--- src/rtl/mem_port_arbiter_if.sv ---
// Bundle of the three requester ports and the block-RAM port of mem_port_arbiter.
// The arbiter side uses the slave modport; requesters/memory model use master.
interface mem_port_arbiter_if #(
  parameter int ADDR_W = 16,
  parameter int DATA_W = 16
);
  // Handshake: req[n] is level-held (with we/addr/wdata stable) until ack[n]
  // pulses for exactly one cycle; ack completes exactly one transaction.
  logic [2:0]          req;
  logic [2:0]          we;
  logic [3*ADDR_W-1:0] addr;
  logic [3*DATA_W-1:0] wdata;
  logic [2:0]          ack;
  logic [DATA_W-1:0]   rdata;
  logic [2:0]          grant;
  logic                busy;
  logic                mem_en;
  logic                mem_we;
  logic [ADDR_W-1:0]   mem_addr;
  logic [DATA_W-1:0]   mem_wdata;
  logic [DATA_W-1:0]   mem_rdata;

  modport master (
    output req, we, addr, wdata, mem_rdata,
    input  ack, rdata, grant, busy, mem_en, mem_we, mem_addr, mem_wdata
  );

  modport slave (
    input  req, we, addr, wdata, mem_rdata,
    output ack, rdata, grant, busy, mem_en, mem_we, mem_addr, mem_wdata
  );
endinterface

--- src/rtl/mem_port_arbiter.sv ---
// Three-port arbiter for the CPU's single synchronous memory port; one transaction at a time.
// Define MEMARB_ROUND_ROBIN_EN for rotating priority; default is fixed priority port0 > port1 > port2.
module mem_port_arbiter #(
  parameter int ADDR_W   = 16,
  parameter int DATA_W   = 16,
  parameter int READ_LAT = 1
) (
  input  logic                clk,
  input  logic                rst_n,
  mem_port_arbiter_if.slave   bus,
  output logic [1:0]          dbg_state
);

  typedef enum logic [1:0] {
    IDLE  = 2'd0,
    ISSUE = 2'd1,
    WAIT  = 2'd2,
    ACK   = 2'd3
  } state_t;

  state_t              state, state_n;
  logic [2:0]          grant_q, grant_n;
  logic [2:0]          ack_q, ack_n;
  logic                busy_q, busy_n;
  logic                en_q, en_n;
  logic                we_q, we_n;
  logic [ADDR_W-1:0]   addr_q, addr_n;
  logic [DATA_W-1:0]   wdata_q, wdata_n;
  logic [DATA_W-1:0]   rdata_q, rdata_n;
  logic [1:0]          cnt_q, cnt_n;

  logic [ADDR_W-1:0]   port_addr  [3];
  logic [DATA_W-1:0]   port_wdata [3];
  logic [1:0]          win_idx;
  logic [2:0]          win_oh;

  for (genvar g = 0; g < 3; g++) begin : g_unpack
    assign port_addr[g]  = bus.addr[g*ADDR_W +: ADDR_W];
    assign port_wdata[g] = bus.wdata[g*DATA_W +: DATA_W];
  end

`ifdef MEMARB_ROUND_ROBIN_EN
  logic [1:0] ptr_q, ptr_n;

  // Search order starts at the pointer: ptr, ptr+1, ptr+2 (mod 3).
  always_comb begin
    win_idx = 2'd0;
    case (ptr_q)
      2'd1: begin
        if (bus.req[1])      win_idx = 2'd1;
        else if (bus.req[2]) win_idx = 2'd2;
        else                 win_idx = 2'd0;
      end
      2'd2: begin
        if (bus.req[2])      win_idx = 2'd2;
        else if (bus.req[0]) win_idx = 2'd0;
        else                 win_idx = 2'd1;
      end
      default: begin
        if (bus.req[0])      win_idx = 2'd0;
        else if (bus.req[1]) win_idx = 2'd1;
        else                 win_idx = 2'd2;
      end
    endcase
  end

  always_comb begin
    ptr_n = ptr_q;
    if (state == IDLE && (|bus.req)) begin
      ptr_n = (win_idx == 2'd2) ? 2'd0 : win_idx + 2'd1;
    end
  end

  always_ff @(posedge clk) begin
    if (!rst_n) ptr_q <= 2'd0;
    else        ptr_q <= ptr_n;
  end
`else
  always_comb begin
    win_idx = 2'd0;
    if (bus.req[0])      win_idx = 2'd0;
    else if (bus.req[1]) win_idx = 2'd1;
    else                 win_idx = 2'd2;
  end
`endif

  assign win_oh = 3'b001 << win_idx;

  // Every output is a flop; this block computes the value each takes next cycle.
  always_comb begin
    state_n = state;
    grant_n = grant_q;
    ack_n   = 3'b000;
    en_n    = 1'b0;
    we_n    = we_q;
    addr_n  = addr_q;
    wdata_n = wdata_q;
    rdata_n = rdata_q;
    cnt_n   = cnt_q;
    case (state)
      IDLE: begin
        if (|bus.req) begin
          state_n = ISSUE;
          grant_n = win_oh;
          en_n    = 1'b1;
          we_n    = bus.we[win_idx];
          addr_n  = port_addr[win_idx];
          wdata_n = port_wdata[win_idx];
        end
      end
      ISSUE: begin
        if (we_q) begin
          state_n = ACK;
          ack_n   = grant_q;
          we_n    = 1'b0;
        end else begin
          state_n = WAIT;
          cnt_n   = 2'(READ_LAT - 1);
        end
      end
      WAIT: begin
        if (cnt_q == 2'd0) begin
          state_n = ACK;
          ack_n   = grant_q;
          rdata_n = bus.mem_rdata;
          we_n    = 1'b0;
        end else begin
          cnt_n = cnt_q - 2'd1;
        end
      end
      ACK: begin
        state_n = IDLE;
        grant_n = 3'b000;
      end
      default: begin
        state_n = IDLE;
        grant_n = 3'b000;
      end
    endcase
    busy_n = (state_n != IDLE);
  end

  always_ff @(posedge clk) begin
    if (!rst_n) begin
      state   <= IDLE;
      grant_q <= 3'b000;
      ack_q   <= 3'b000;
      busy_q  <= 1'b0;
      en_q    <= 1'b0;
      we_q    <= 1'b0;
      addr_q  <= '0;
      wdata_q <= '0;
      rdata_q <= '0;
      cnt_q   <= 2'd0;
    end else begin
      state   <= state_n;
      grant_q <= grant_n;
      ack_q   <= ack_n;
      busy_q  <= busy_n;
      en_q    <= en_n;
      we_q    <= we_n;
      addr_q  <= addr_n;
      wdata_q <= wdata_n;
      rdata_q <= rdata_n;
      cnt_q   <= cnt_n;
    end
  end

  assign bus.ack       = ack_q;
  assign bus.rdata     = rdata_q;
  assign bus.grant     = grant_q;
  assign bus.busy      = busy_q;
  assign bus.mem_en    = en_q;
  assign bus.mem_we    = we_q;
  assign bus.mem_addr  = addr_q;
  assign bus.mem_wdata = wdata_q;
  assign dbg_state     = state;

endmodule

--- src/flat_wrapper.sv ---
// flat-port wrapper written by rule: the top's interface ports become plain ports
module mem_port_arbiter_flat 
#(
  parameter int ADDR_W   = 16,
  parameter int DATA_W   = 16,
  parameter int READ_LAT = 1
)
  (clk, rst_n, dbg_state, bus_req, bus_we, bus_addr, bus_wdata, bus_mem_rdata, bus_ack, bus_rdata, bus_grant, bus_busy, bus_mem_en, bus_mem_we, bus_mem_addr, bus_mem_wdata);
  mem_port_arbiter_if #(.ADDR_W(ADDR_W), .DATA_W(DATA_W)) bus_i ();
  input  logic clk;
  input  logic rst_n;
  output logic [1:0] dbg_state;
  input wire logic [$bits(bus_i.req)-1:0] bus_req;
  input wire logic [$bits(bus_i.we)-1:0] bus_we;
  input wire logic [$bits(bus_i.addr)-1:0] bus_addr;
  input wire logic [$bits(bus_i.wdata)-1:0] bus_wdata;
  input wire logic [$bits(bus_i.mem_rdata)-1:0] bus_mem_rdata;
  output wire logic [$bits(bus_i.ack)-1:0] bus_ack;
  output wire logic [$bits(bus_i.rdata)-1:0] bus_rdata;
  output wire logic [$bits(bus_i.grant)-1:0] bus_grant;
  output wire logic [$bits(bus_i.busy)-1:0] bus_busy;
  output wire logic [$bits(bus_i.mem_en)-1:0] bus_mem_en;
  output wire logic [$bits(bus_i.mem_we)-1:0] bus_mem_we;
  output wire logic [$bits(bus_i.mem_addr)-1:0] bus_mem_addr;
  output wire logic [$bits(bus_i.mem_wdata)-1:0] bus_mem_wdata;
  assign bus_i.req = bus_req;
  assign bus_i.we = bus_we;
  assign bus_i.addr = bus_addr;
  assign bus_i.wdata = bus_wdata;
  assign bus_i.mem_rdata = bus_mem_rdata;
  assign bus_ack = bus_i.ack;
  assign bus_rdata = bus_i.rdata;
  assign bus_grant = bus_i.grant;
  assign bus_busy = bus_i.busy;
  assign bus_mem_en = bus_i.mem_en;
  assign bus_mem_we = bus_i.mem_we;
  assign bus_mem_addr = bus_i.mem_addr;
  assign bus_mem_wdata = bus_i.mem_wdata;
  mem_port_arbiter #(.ADDR_W(ADDR_W), .DATA_W(DATA_W), .READ_LAT(READ_LAT)) u_core (.clk(clk), .rst_n(rst_n), .bus(bus_i), .dbg_state(dbg_state));
endmodule
--- config.mk ---
export PLATFORM = sky130hd
export DESIGN_NAME = mem_port_arbiter_flat
export DESIGN_NICKNAME = d
export VERILOG_FILES = /design/src/rtl/mem_port_arbiter_if.sv /design/src/rtl/mem_port_arbiter.sv /design/src/flat_wrapper.sv
export SDC_FILE = /design/constraint.sdc
export NUM_CORES = 1
export LEC_CHECK = 0
export ABC_AREA = 1
export BUFFER_PORTS_ARGS = -buffer_cell sky130_fd_sc_hd__buf_2
export CAP_MARGIN = 40
export CORE_MARGIN = 3
export CORE_UTILIZATION = 28
export DETAILED_ROUTE_END_ITERATION = 12
export PLACE_DENSITY = 0.58
export SLEW_MARGIN = 20
export SYNTH_ARGS = -nofsm -noshare
export SYNTH_HDL_FRONTEND = slang
export SYNTH_SLANG_ARGS = --single-unit
--- constraint.sdc ---
create_clock -name clk -period 1.3 [get_ports clk]
set_input_delay 0.26 -clock clk [delete_from_list [all_inputs] [get_ports clk]]
set_output_delay 0.26 -clock clk [all_outputs]
set_load 0.01 [all_outputs]
* Yosys cells after proc, flatten, opt, wreduce, memory -nomap -nowiden *
Cells that the tools add are included.

word-level totals
  register bits = 61
  ROM bits = 0
  word-level logic and storage cells = 61
  memories = 0
  bits in writable memories = 0
  output and inout port bits = 59
  bits in latches = 0
  input port bits = 120

cells by class
  reductions and logical operators = 13
  $lt $le $gt $ge = 2
  bitwise gates (word level) = 1
  multipliers = 0
  add/sub/neg operators = 1
  shift-type cells = 1
  equality and inequality tests = 7
  multiplexer cells = 26
  div/mod/pow operators = 0

operators by type and width
  operator               number
  $bmux W16 S2           2
  $mux W16               4
  $mux W2                6
  $pmux W3 S2            2
  $mux W3                3
  $pmux W2 S4            1
  $reduce_and A2 Y1      4
  $reduce_and A3 Y1      2
  $reduce_bool A2 Y1     3
  $mux W1                5
  $eq A2 B2 Y1 const B   2
  $logic_not A2 Y1       2
  $ne A2 B1 Y1 const B   2
  $ne A2 B2 Y1 const B   2
  $pmux W2 S2            1
  $ge A3 B3 Y1 const B   1
  $lt A2 B3 Y1 const B   1
  $not A2 Y3             1
  $pmux W1 S3            1
  $reduce_bool A3 Y1     1
  $reduce_or A3 Y1       1
  $shl A1 B2 Y3 const A  1
  $bmux W1 S2            1
  $eq A2 B1 Y1 const B   1
  $sub A2 B1 Y2 const B  1

* Longest topological paths before layout *
Gate-level depths: netlist of the first run.

  depth after elaboration = 6
  mapped depth = 8
  depth with buffers taken out = 8

* Worst setup path after synthesis of the first run *
No wires, ideal clock.

  path type = register to register
  start = reg u_core.state[0] (netlist: u_core.dbg_state[0])
  end = reg u_core.rdata_q[10] (netlist: u_core.bus.rdata[10])
  arrival = 1.389 ns
  path buffers = 1
  library setup time = 0.116 ns
  slack = -0.205 ns
  data required time = 1.184 ns
  stages on the path, launching flop included = 8
  clock period less this slack = 1.505 ns
  path through = dfxtp_1 -> inv_1 -> ha_1 -> nand2_1 -> inv_1 -> buf_4 -> nor2_1 -> nor2_1

on the way
  cells in the longest elaborated chain, start to end = 2

ends and longest elaborated chain
  item                         line                     text
  start: declaration           mem_port_arbiter.sv:21   state_t state, state_n;
  start signal: assignment     mem_port_arbiter.sv:156  state <= state_n;
  $eq A2 B2 Y1                 mem_port_arbiter.sv:100  case (state)
  $reduce_and A2 Y1 (no line)  n/a
  end signal: assignment       mem_port_arbiter.sv:164  rdata_q <= rdata_n;
  end: declaration             mem_port_arbiter.sv:29   logic [DATA_W-1:0] rdata_q, rdata_n;

Every way passes these cells.
A chain may end at the register's enable or synchronous reset.

* Worst setup path after layout of the first run *
  start = reg u_core.state[0] (netlist: u_core.dbg_state[0])
  end = reg u_core.busy_q (netlist: u_core.bus.busy)

on the way
  cells in the longest elaborated chain, start to end = 3
  elaborated cells on any way between the ends = 8
  those cells by class = eq/ne: 3; mux: 3; reduce/logical: 2

ends and longest elaborated chain
  item                                  line                     text
  $eq A2 B2 Y1 (tied with other cells)  mem_port_arbiter.sv:100
  $pmux W2 S4 *                         mem_port_arbiter.sv:100
  $reduce_bool A2 Y1 *                  mem_port_arbiter.sv:140  busy_n = (state_n != IDLE);
  end signal: assignment                mem_port_arbiter.sv:159  busy_q <= busy_n;
  end: declaration                      mem_port_arbiter.sv:24   logic busy_q, busy_n;

Every way passes the cells marked *; elsewhere a longest branch is shown, timed or not.

==> results of run 1 <==
logic make-up after synthesis:
logic type / share of synthesized area [%]
adders and majority gates: 3.01
DFF: 42.0
and+or+nand+nor: 37.2
AOI/OAI and AO/OA: 10.2
buffers and inverters: 7.62
worst min-delay path, stage by stage:
cell and delay, ps:
buf_2 70, o21ai_1 60, nor2_1 70
path summary, 6_finish.rpt:
check                                    startpoint              endpoint  slack [ps]  depth (start not counted)
worst max-delay path            u_core.dbg_state[0]       u_core.bus.busy         -20                          8
worst min-delay path              bus_mem_rdata[14]  u_core.bus.rdata[14]         160                          3
worst max register to register  u_core.dbg_state[0]       u_core.bus.busy         -20                          8
worst min register to register  u_core.bus.grant[0]     u_core.bus.ack[0]         470                          2
sequential cells by signal, summed over array words and instances, names as in the netlist:
signal / cells
u_core.bus.mem_addr: 16
u_core.bus.ack: 3
u_core.bus.grant: 3
u_core.bus.mem_wdata: 16
u_core.bus.busy: 1
u_core.bus.mem_we: 1
u_core.dbg_state: 2
u_core.cnt_q: 2
u_core.bus.mem_en: 1
u_core.bus.rdata: 16
power groups by stage:
| stage | sequential [mW] | combinational (mW) | clock [mW] |
|---|---|---|---|
| 6_report | 2.88 | 4.19 | 1.92 |
| 5_1_grt | 2.95 | 4.65 | 2.06 |
| 4_1_cts | 2.83 | 3.42 | 1.97 |
| 3_5_place_dp | 2.85 | 3.33 | 0 |
| 3_3_place_gp | 2.84 | 3.25 | 0 |
| 2_1_floorplan | 3.12 | 1.76 | 0 |
layout by cell type (no fill, tap or decap), types with 2 or more instances in the layout:
master,n
dfxtp_1,59
a21oi_4,2
nor2_2,5
nand2_4,2
inv_2,4
clkbuf_8,11
buf_4,15
nand2_2,5
nand2_1,108
a21oi_1,3
buf_6,2
o21ai_2,11
bufinv_16,2
inv_6,3
inv_1,14
nand3_1,40
ha_1,4
o21ai_1,26
o21ai_0,13
ha_4,2
clkinv_2,2
buf_2,178
buf_12,3
nor2_1,97
Yosys cell counts:
cell type  instances  share of area (%)
a21boi_0           1               0.26
a21oi_1            6                1.0
a22oi_1            1               0.26
buf_2              7                1.2
buf_4              4                1.0
buf_6              4                1.5
clkbuf_1           8                1.0
dfxtp_1           61                 42
ha_1               7                3.0
inv_1             19                2.5
inv_2              1               0.13
inv_4              1               0.22
nand2_1          114                 15
nand2_4            2               0.77
nand3_1           42                7.2
nor2_1           102                 13
nor2_4             1               0.39
nor2_8             1               0.69
nor3b_1            1               0.26
o21ai_0           23                4.0
o21ai_1           27                4.6
layout make-up:
class                           count  area, um2
Tap cell                          133        166
Multi-Input combinational cell    328       1640
Inverter                           21        100
Timing Repair inverter              2       17.5
Sequential cell                    61       1230
Timing Repair Buffer              199       1110
Clock inverter                      4       70.1
Fill cell                        1050       5470
Clock buffer                       12        155
metrics by stage:
stage / cell area, um2 / worst slack (ps)
after floorplan: 2910 / 11.0
after global placement: 3990 / -20.8
after detailed placement: 3990 / -86.1
after CTS: 4240 / -8.04
after global routing: 4480 / -104
final: 4480 / -22.2
metal layers:
| layer | share of wire [%] | up-vias |
|---|---|---|
| met1 | 42 | 1479 |
| li1 | - | 1754 |
| met2 | 51 | 110 |
| met3 | 6.1 | 12 |
| met5 | 0 | - |
| met4 | 1.5 | 0 |
timing repair:
action                                  CTS  global route
endpoints found under the setup margin   38            56
buffers inserted                          0             3
pin swaps                                 0            13
gates cloned                              0             3
resized for setup                         9            57
==> flow_summary.json, run 1 <==
{
  "drt-vias-per-instance": 4.41,
  "slowest_stage": "dfxtp_4",
  "p_leak_nw": 2.34,
  "core_area_um2": 9950,
  "avgSynthCellArea_um2": 6.72,
  "cts_buffers": 9,
  "endpoint_kind": "flop",
  "wl_mm": 9.58,
  "die_area_um2": 11600,
  "ant_nets": 0,
  "finClkSkew_ps": 3.97,
  "fin_crit_sh_pct": 102,
  "syn_inst": 433,
  "avgRoutedWirePerCell_um": 12.6,
  "fmaxAchievable_mhz": 756,
  "grt_use_met2_pct": 28.1,
  "initial_core_util_pct": 29.2,
  "gp_congestion": 0.811,
  "dp_cells": 739,
  "yosys_warnings": 0,
  "chipWidth_um": 108,
  "insertion_delay_ps": 330,
  "p_int_mw": 5.46,
  "cp_cell_sequence": "clkinvlp_4, ha_4, nand2_4, nand2_2, a22oi_2, nand2_1, nand2_2, nand2_1",
  "first_pass_iters": 4,
  "hpwl_mm": 7.06,
  "clock_path_buffers": 2,
  "p_seq_share_pct": 32.0,
  "tightest_slew_ps": 267,
  "path_class": "flop to flop",
  "slew_headroom_pct": 82.2,
  "overflow": 0,
  "cp_top_family": "flip-flops",
  "drcViolationCount": 0,
  "io_buffers": 178,
  "area_growth_pct": 54.1,
  "crit_path_start_kind": "flop",
  "nets": 749,
  "worst_slack_ps": -22.2,
  "ctsHoldBuffers": 0,
  "critical_path_buf_inv_count": 1,
  "cts_root_buffer": "clkbuf_8",
  "combPwrFrac_pct": 46.6,
  "fin_crit_ps": 1320,
  "drv_cap": 0,
  "syn_area_um2": 2910,
  "hold_viol_final": 0,
  "swShare_pct": 39.2,
  "slowest_delay_ps": 380,
  "clkSinkCount": 61,
  "grt_pass1_wl_mm": 14.2,
  "grt_antenna_before_repair": 0,
  "track_usage_pct": 15.4,
  "drt-initial-drc-count": 141,
  "synth_cell_types": 21,
  "required_ps": 1530,
  "rows": 36,
  "rsz0062_at_grt": "true",
  "ys_seq_area_share_pct": 42.0,
  "diodes": 0,
  "crit_arrival_ps": 1550,
  "pin_count": 179,
  "utilization_pct": 45.0,
  "grt_max_degree": 36,
  "synth_nets": 560,
  "met3_usage_pct": 3.66,
  "slew_violations": 0,
  "gr-usage-met1_pct": 17.3,
  "violations": "setup timing",
  "hold_class": "input pin to flop",
  "ys_seq_elements": 61,
  "setup_violations": 5,
  "clk_pin_slew_ps": 70,
  "grt_pass1_vias": 3101,
  "pwr_density_cell_nw_per_um2": 2000,
  "power_mw": 8.98,
  "num_vias": 3355,
  "p_sw_mw": 3.52,
  "cp_max_fo": 5,
  "pwr-share-clk_pct": 21.4,
  "worst_ir_drop_vdd_mv": 0.633,
  "setup_tns_ps": -64.1,
  "die_h_um": 108,
  "htree_levels": 3,
  "busiest_layer": "met2",
  "tritoncts": "built",
  "final.hold.worst_slack_ps": 158,
  "stdcell_count": 760,
  "drive_above_1_share_pct": 41.6,
  "outcome": "complete, but fails checks"
}
(Power assumes the default switching activity.)
==> inputs of run 2 (changes only) <==
Settings changed: PLACE_DENSITY 0.58 to not set.
==> run 2 against run 1 <==
The run now ends clean. Setup slack better by 55 ps. Power fell by 5.9%. Final area fell by 2.9%. Largest power group unchanged. Critical path type unchanged. Utilization fell by 1.3 points. Combinational power fell by 12%. Critical path depth decreased by 2.
==> flow_summary.json, run 2 (synthesis results as in run 1) <==
{
  "outcome": "complete, no violations",
  "final_area_um2": 4350,
  "overflow": 0,
  "hpwl_mm": 6.94,
  "cp_max_fo": 17,
  "ctsHoldBuffers": 0,
  "critical_path_buf_inv_count": 2,
  "slew_violations": 0,
  "r2r_start": "u_core.dbg_state[1]",
  "pin_count": 179,
  "gr-usage-met1_pct": 18.3,
  "drive_above_1_share_pct": 37.4,
  "tritoncts": "built",
  "fmaxAchievable_mhz": 789,
  "worst_r2r_path_depth": 6,
  "power_mw": 8.46,
  "hold_class": "input pin to flop",
  "first_pass_iters": 4,
  "gp_congestion": 0.753,
  "rows": 36,
  "slowest_stage": "dfxtp_4",
  "insertion_delay_ps": 340,
  "drt-vias-per-instance": 4.42,
  "path_class": "flop to flop",
  "finClkSkew_ps": 8.00,
  "utilization_pct": 43.7,
  "worst_ir_drop_vdd_mv": 0.627,
  "clkSinkCount": 61,
  "slew_headroom_pct": 78.3,
  "grt_antenna_before_repair": 0,
  "drcViolationCount": 0,
  "cp_cell_sequence": "inv_2, ha_4, nand2_4, inv_6, o21ai_0, nor2_1",
  "clock_path_buffers": 2,
  "fin_crit_sh_pct": 97.5,
  "p_leak_nw": 2.30,
  "die_area_um2": 11600,
  "worst_slack_ps": 32.3,
  "io_buffers": 178,
  "drv_cap": 0,
  "pwr_density_cell_nw_per_um2": 1940,
  "final_common_cell": "buf_2",
  "avgRoutedWirePerCell_um": 12.4,
  "final.hold.worst_slack_ps": 158,
  "postCtsSetupBuffers": 0,
  "wl_mm": 9.34,
  "required_ps": 1530,
  "diodes": 0,
  "chipWidth_um": 108,
  "grt_max_degree": 36,
  "fin_crit_ps": 1270,
  "final_cell_mix": "178 x buf_2, 112 x nand2_1, 102 x nor2_1, 59 x dfxtp_1, 41 x nand3_1",
  "die_h_um": 108,
  "area_growth_pct": 49.7,
  "cts_buffers": 9,
  "num_vias": 3331,
  "busiest_layer": "met2",
  "grt_use_met2_pct": 26.5,
  "core_area_um2": 9950,
  "register_area_um2": 1230,
  "cp_top_family": "flip-flops",
  "crit_end": "u_core.bus.mem_addr[0]",
  "endpoint_kind": "flop",
  "ant_nets": 0,
  "fill_cells": 1039,
  "initial_core_util_pct": 29.2,
  "htree_levels": 3,
  "track_usage_pct": 15.2,
  "rsz0062_at_grt": "true",
  "crit_path_start_kind": "flop",
  "setup_violations": 0,
  "cts_root_buffer": "clkbuf_8",
  "multiInputGateArea_um2": 1530,
  "grt_pass1_vias": 3103,
  "crit_arrival_ps": 1500,
  "crit_start": "u_core.dbg_state[1]",
  "placed_area_um2": 4040,
  "r2r_end": "u_core.bus.mem_addr[0]",
  "hold_viol_final": 0,
  "tightest_slew_ps": 326,
  "met3_usage_pct": 3.42,
  "ff2ff_setup_slack_ps": 30,
  "nets": 743,
  "worst-path-stages": 6,
  "pre_cts_ws_ps": -134,
  "drt-initial-drc-count": 155,
  "grt_pass1_wl_mm": 14.1,
  "clk_pin_slew_ps": 70,
  "slowest_delay_ps": 400
}
==> run 2: timing repair <==
| action | in CTS | in global routing |
|---|---|---|
| gates resized for setup | 5 | 29 |
| endpoints found under the setup margin | 42 | 56 |
| cloned | 0 | 1 |
| pin swaps | 0 | 4 |
==> run 2: through the flow <==
stage                     instances  setup TNS [ps]
final                           754               0
after global routing            754            -455
after CTS                       753               0
after detailed placement        737           -2580
after global placement          737            -267
after floorplan                 433               0
==> run 2: per-layer routing <==
| metal | vias to the layer above | wire length, um |
|---|---|---|
| li1 | 1742 | - |
| met1 | 1449 | 4090 |
| met2 | 129 | 4460 |
| met3 | 11 | 698 |
| met4 | 0 | 90 |
| met5 | - | 0 |
==> run 2: where the power goes <==
part	leakage (nW)	internal (mW)	switching, mW	total, mW
Clock	0.110	1.19	0.740	1.93
Sequential	0.504	2.51	0.324	2.83
Combinational	1.69	1.53	2.17	3.70
==> run 2: final cells by class <==
type	instances	share of cell area (%)
inverters	21	2.16
clock buffers	13	3.65
flip-flops and latches	61	28.2
well taps	133	3.82
clock inverters	3	1.55
repair inverters	1	0.201
repair buffers	194	25.3
multi-input cells	328	35.1
==> run 2: tightest hold or removal path, stage by stage <==
cell	delay, ps
buf_2	80
o21ai_1	60
nor2_1	70
==> run 2: worst min path at each step <==
stage | end | slack (ps) | depth (start not counted) | start
5_1_grt | u_core.bus.rdata[14] | 160 | 3 | bus_mem_rdata[14]
3_3_place_gp | u_core.bus.rdata[8] | 460 | 2 | u_core.bus.rdata[8]
6_report | u_core.bus.rdata[14] | 160 | 3 | bus_mem_rdata[14]
3_5_place_dp | u_core.bus.rdata[4] | 470 | 2 | u_core.bus.rdata[4]
4_1_cts | u_core.bus.rdata[4] | 160 | 3 | bus_mem_rdata[4]
2_1_floorplan | u_core.bus.busy | 390 | 2 | rst_n
